--- src/rtl/uart_tx.sv ---
// uart_tx: transmit half of a UART with a one-entry holding buffer.
//
// A producer hands over one data word per valid/ready handshake at the full
// clk rate. The word waits in a holding buffer until the serialiser is free.
// It is then framed as: start (0), DATA_BITS data bits LSB first, an
// optional odd-parity bit, and STOP_BITS stop bits (1). Every bit lasts
// OVS_FACTOR pulses of tick_16x. A word already buffered when a frame ends
// launches straight away, with no idle gap on the line.
//
// Parameters
//   DATA_BITS     data bits per frame (5..15)
//   OVS_FACTOR    tick_16x pulses per bit period (4..31)
//   STOP_BITS     stop bits per frame (1 or 2)
//
// Ports
//   clk           single clock; all state updates on its rising edge
//   reset         asynchronous, active-low
//   tick_16x      oversample enable, high for one clk per oversample period
//   tx_data       word to send, captured on handshake
//   tx_valid      producer request
//   tx_ready      holding buffer empty; a handshake completes on valid & ready
//   parity_enable odd-parity select, sampled when a frame launches
//   tx_pin        registered serial line, idle high
//   tx_busy       serialiser not idle
//   tx_done       one-clk pulse on the tick that ends a frame's stop period
module uart_tx #(
  parameter int unsigned DATA_BITS  = 8,
  parameter int unsigned OVS_FACTOR = 16,
  parameter int unsigned STOP_BITS  = 1
) (
  input  logic                 clk,
  input  logic                 reset,
  input  logic                 tick_16x,
  input  logic [DATA_BITS-1:0] tx_data,
  input  logic                 tx_valid,
  output logic                 tx_ready,
  input  logic                 parity_enable,
  output logic                 tx_pin,
  output logic                 tx_busy,
  output logic                 tx_done
);

  localparam int unsigned OsW   = $clog2(OVS_FACTOR);
  localparam int unsigned BitW  = $clog2(DATA_BITS);
  localparam int unsigned StopW = $clog2(STOP_BITS + 1);

  localparam logic [OsW-1:0]   OsLast   = OsW'(OVS_FACTOR - 1);
  localparam logic [BitW-1:0]  BitLast  = BitW'(DATA_BITS - 1);
  localparam logic [StopW-1:0] StopLast = StopW'(STOP_BITS - 1);

  typedef enum logic [2:0] {
    StIdle,
    StStart,
    StData,
    StParity,
    StStop
  } state_e;

  state_e                 state_q, state_d;
  logic [DATA_BITS-1:0]   buf_q, buf_d;
  logic                   buf_full_q, buf_full_d;
  logic [DATA_BITS-1:0]   shift_q, shift_d;
  logic                   par_en_q, par_en_d;
  logic [OsW-1:0]         os_q, os_d;
  logic [BitW-1:0]        bit_q, bit_d;
  logic [StopW-1:0]       stop_q, stop_d;
  logic                   pin_q, pin_d;
  logic                   done_q, done_d;

  // launch: the buffered word moves into the serialiser on this tick.
  // frame_end: this tick is the last one of the stop period.
  logic                   launch;
  logic                   frame_end;

  // State register.
  always_ff @(posedge clk or negedge reset) begin
    if (!reset) begin
      state_q    <= StIdle;
      buf_q      <= '0;
      buf_full_q <= 1'b0;
      shift_q    <= '0;
      par_en_q   <= 1'b0;
      os_q       <= '0;
      bit_q      <= '0;
      stop_q     <= '0;
      pin_q      <= 1'b1;
      done_q     <= 1'b0;
    end else begin
      state_q    <= state_d;
      buf_q      <= buf_d;
      buf_full_q <= buf_full_d;
      shift_q    <= shift_d;
      par_en_q   <= par_en_d;
      os_q       <= os_d;
      bit_q      <= bit_d;
      stop_q     <= stop_d;
      pin_q      <= pin_d;
      done_q     <= done_d;
    end
  end

  // Next-state and datapath update.
  always_comb begin
    state_d    = state_q;
    buf_d      = buf_q;
    buf_full_d = buf_full_q;
    shift_d    = shift_q;
    par_en_d   = par_en_q;
    os_d       = os_q;
    bit_d      = bit_q;
    stop_d     = stop_q;
    launch     = 1'b0;
    frame_end  = 1'b0;

    // Accept needs an empty buffer and launch needs a full one, so the two
    // never touch buf_full_d in the same cycle.
    if (tx_valid && !buf_full_q) begin
      buf_d      = tx_data;
      buf_full_d = 1'b1;
    end

    if (tick_16x) begin
      if (state_q == StIdle) begin
        launch = buf_full_q;
      end else if (os_q != OsLast) begin
        os_d = os_q + OsW'(1);
      end else begin
        os_d = '0;
        unique case (state_q)
          StStart: begin
            state_d = StData;
          end
          StData: begin
            if (bit_q == BitLast) begin
              bit_d   = '0;
              state_d = par_en_q ? StParity : StStop;
            end else begin
              bit_d = bit_q + BitW'(1);
            end
          end
          StParity: begin
            state_d = StStop;
          end
          StStop: begin
            if (stop_q == StopLast) begin
              stop_d    = '0;
              frame_end = 1'b1;
              if (buf_full_q) begin
                launch = 1'b1;
              end else begin
                state_d = StIdle;
              end
            end else begin
              stop_d = stop_q + StopW'(1);
            end
          end
          default: begin
            state_d = StIdle;
          end
        endcase
      end
    end

    if (launch) begin
      shift_d    = buf_q;
      buf_full_d = 1'b0;
      par_en_d   = parity_enable;
      os_d       = '0;
      bit_d      = '0;
      stop_d     = '0;
      state_d    = StStart;
    end
  end

  // Outputs. The line level is computed from the next state so that tx_pin
  // changes on the same edge as the state register.
  always_comb begin
    tx_ready = ~buf_full_q;
    tx_busy  = (state_q != StIdle);
    done_d   = frame_end;
    pin_d    = 1'b1;
    unique case (state_d)
      StStart:  pin_d = 1'b0;
      StData:   pin_d = shift_d[bit_d];
      // Odd parity: the ones in data plus parity total an odd number.
      StParity: pin_d = ~^shift_d;
      default:  pin_d = 1'b1;
    endcase
  end

  assign tx_pin  = pin_q;
  assign tx_done = done_q;

endmodule

--- config.mk ---
export PLATFORM = sky130hd
export DESIGN_NAME = uart_tx
export DESIGN_NICKNAME = d
export VERILOG_FILES = /design/src/rtl/uart_tx.sv
export SDC_FILE = /design/constraint.sdc
export NUM_CORES = 1
export LEC_CHECK = 0
export BUFFER_PORTS_ARGS = -buffer_cell sky130_fd_sc_hd__buf_2
export CORE_UTILIZATION = 50
export CTS_CLUSTER_SIZE = 14
export DETAILED_ROUTE_END_ITERATION = 10
export PLACE_DENSITY = 0.79
export RECOVER_POWER = 25
export SYNTH_ARGS = -nofsm -noshare
export SYNTH_HDL_FRONTEND = slang
export SYNTH_SLANG_ARGS = --single-unit
--- constraint.sdc ---
create_clock -name clk -period 3.4 [get_ports clk]
set_input_delay 0.68 -clock clk [delete_from_list [all_inputs] [get_ports clk]]
set_output_delay 0.68 -clock clk [all_outputs]
set_load 0.02 [all_outputs]
==> qor.yml <==
place:
  pre_cts_slack_ns: 0.945
  place_area_mm2: 0.00170
  dp_hpwl_um: 2150
  io_buffer_count: 16
  place_congestion: 0.776
layout:
  synthToLayoutAreaGrowth_pct: 10.7
  multi_input_area_um2: 802
  fin_area_mm2: 0.00175
  finalCoreUtilization_pct: 57.7
  fill_cells: 266
  final-seq-area_um2: 752
  antenna_cells: 0
  drive_gt1_share_pct: 30.6
  nNetsFinal: 173
clock_network:
  clockBufferDepth: 2
  cts_root_buffer: "clkbuf_4"
  cts_setup_buffers: 0
  h-tree-depth: 2
  cts.sinks: 30
  cts_buffers: 5
  clock_latency_ns: 0.34
  clkTransAtPathRegs_ns: 0.09
  cts_tree: "done"
  holdBufCountCts: 0
  ctsResizeCount: 0
power:
  total_power_uw: 1570
  peakVddDrop_uv: 597
  p_leak_uw: 0.000710
  power_density_mw_per_mm2: 901
setup_path:
  path_cells: "ha_1 > nand3_1 > a21oi_2 > buf_4 > a21oi_1 > nor3_1 > nand2_1 > o21ai_0 > o22ai_2"
  ff2ff_setup_slack_ns: 1.04
  reg2reg_from: "os_q[0]$_DFFE_PN0P_"
  path_class: "reg2reg"
  startpoint_type: "flip-flop"
  arrival_ns: 2.62
  cp-end-kind: "flip-flop"
  crit_start: "os_q[0]$_DFFE_PN0P_"
  critPathMaxStageDelay_ns: 0.44
  path_buf_inv: 1
  crit_fanout: 11
  reg2reg_depth: 9
  cp_slowest_cell: "a21oi_2"
  cp.required_ns: 3.66
  crit_end: "tx_pin$_DFF_PN1_"
  r2r-end: "tx_pin$_DFF_PN1_"
  critical_path_depth: 9
  critPathTopFamily: "compound AO/OA/AOI/OAI gates"
sta:
  layout_setup_ws_ns: 1.04
  final-max-slew-violation-count: 31
  rsz0062_at_grt: "no"
  finClkSkew_ns: 0.0101
  slew_headroom_pct: -6.99
  period_share_pct: 69.4
  finalCriticalPeriod_ns: 2.36
  fmax_ghz: 0.424
  hold_violations: 0
  setup_tns_ns: 0
  setup_viol: 0
  max_slew.worst_pin.slew_ns: 1.60
routing:
  route.top_layer_used: "met4"
  post_drt_wl_per_cell_um: 14.5
  wl_met2_um: 1450
  ant_nets: 0
  vias: 1118
  wirelength_um: 2920
  first_pass_iters: 4
  vias_per_cell: 5.56
  wirelength_met1_um: 1240
  dr_wl_met3_um: 158
  drt_iter0_drc: 49
  drc: 0
outcome:
  outcome: "complete, but fails checks"
  violations: "max-capacitance violations, max-slew violations"
synth:
  synthCells: 137
  synth_edf_count: 0
  avgSynthCellArea_um2: 11.5
  syn_nets: 153
  yosysWarnings: 0
  seq_area_frac_synth_pct: 47.6
  synth.distinct_cells: 36
  synth_ff_type: "dfrtp_1"
  async_reset_ff_share_pct: 100
  synth.cell_area_mm2: 0.00158
  ys_seq_elements: 30
grt:
  grt_overflow: 0
  grt_pass1_wl_um: 5040
  antenna_found_initial: 0
  grt.total_usage_pct: 20.5
  grt_pass1_vias: 1129
  grt_max_degree: 31
hold_path:
  hp-class: "reg2reg"
  hold_start: "shift_q[3]$_DFF_PN0_"
  worstHoldPathCells: 1
floorplan:
  dieWidth_um: 58.2
  die_h_um: 58.2
  rows: 20
  initial_core_util_pct: 52.1
  coreArea_mm2: 0.00303
  fp.dieArea_mm2: 0.00339
  io_pins: 17
run:
  drv_cap: 1
flip-flops by register name, summed over array words and instances, names as in the netlist:
| register | count |
|---|---|
| bit_q | 3 |
| buf_full_q | 1 |
| buf_q | 8 |
| os_q | 4 |
| par_en_q | 1 |
| shift_q | 8 |
| state_q | 3 |
| tx_done | 1 |
| tx_pin | 1 |
cells in the mapped netlist, types with 3 or more instances:
cell type | count | area share [%]
nor2_1 | 7 | 1.7
nand3_1 | 8 | 2.5
ha_1 | 3 | 2.4
o21ai_0 | 13 | 4.1
nand2_1 | 6 | 1.4
mux2_2 | 17 | 12
xnor2_1 | 14 | 7.8
mux2i_1 | 4 | 2.5
dfrtp_1 | 29 | 46
power breakdown:
| group | internal [µW] | switching [µW] | total (µW) |
|---|---|---|---|
| Sequential | 505 | 156 | 661 |
| Clock | 77.8 | 116 | 194 |
| Combinational | 403 | 317 | 720 |
worst reg2reg max path: cells and delay by family, from the launching register on:
kind / cells / cell delay (ns)
adders and majority gates: 1 / 0.26
buffers and inverters: 1 / 0.28
and+or+nand+nor: 3 / 0.50
DFF: 1 / 0.42
AOI/OAI and AO/OA: 4 / 0.83
area by class of cell:
type	instances	area share, %
multi-input combinational	101	45.9
tap	44	3.15
clock buffer	7	2.58
inverter	2	0.429
timing repair buffer	17	4.94
sequential	30	43.0
through the flow:
stage | hold WS (ns) | std cells
floorplan | 0.384 | 137
global placement | 0.522 | 194
detailed placement | 0.539 | 194
CTS | 0.387 | 201
global route | 0.575 | 201
finish | 0.553 | 201
metal layers:
layer	vias to the layer above	GRT usage [%]
met5	-	0
met2	40	32.3
met3	10	5.80
met1	536	24.5
li1	532	-
met4	0	13.3
worst min path at each step:
| stage | end |
|---|---|
| finish | shift_q[3]$_DFF_PN0_ |
| global route | buf_q[0]$_DFFE_PN0P_ |
| CTS | tx_done$_DFF_PN0_ |
| detailed placement | os_q[1]$_DFFE_PN0P_ |
| global placement | os_q[1]$_DFFE_PN0P_ |
| floorplan | bit_q[0]$_DFF_PN0_ |
placed cells by master, fill, tap and decap left out, drive strengths merged, types with 3 or more instances in the layout:
cell	Yosys	routed
mux2	17	17
clkbuf	2	8
dfrtp	29	29
buf	2	16
o21ai	13	13
xnor2	14	14
nand2	6	6
ha	3	3
mux2i	4	4
nor2	7	7
a21oi	5	5
nand3	8	8
kinds of logic (layout without fill, tap and decap cells):
logic type                 count (synthesis)  count (layout)  share of synthesized area, %
DFF                                       30              30                          47.6
buffers and inverters                      6              26                          1.59
xor gates and xnor gates                  15              15                          8.32
and+or+nand+nor                           36              36                          14.1
muxes                                     21              21                          14.7
adders and majority gates                  3               3                          2.38
AOI/OAI and AO/OA                         26              26                          11.3
(Power assumes the default switching activity.)
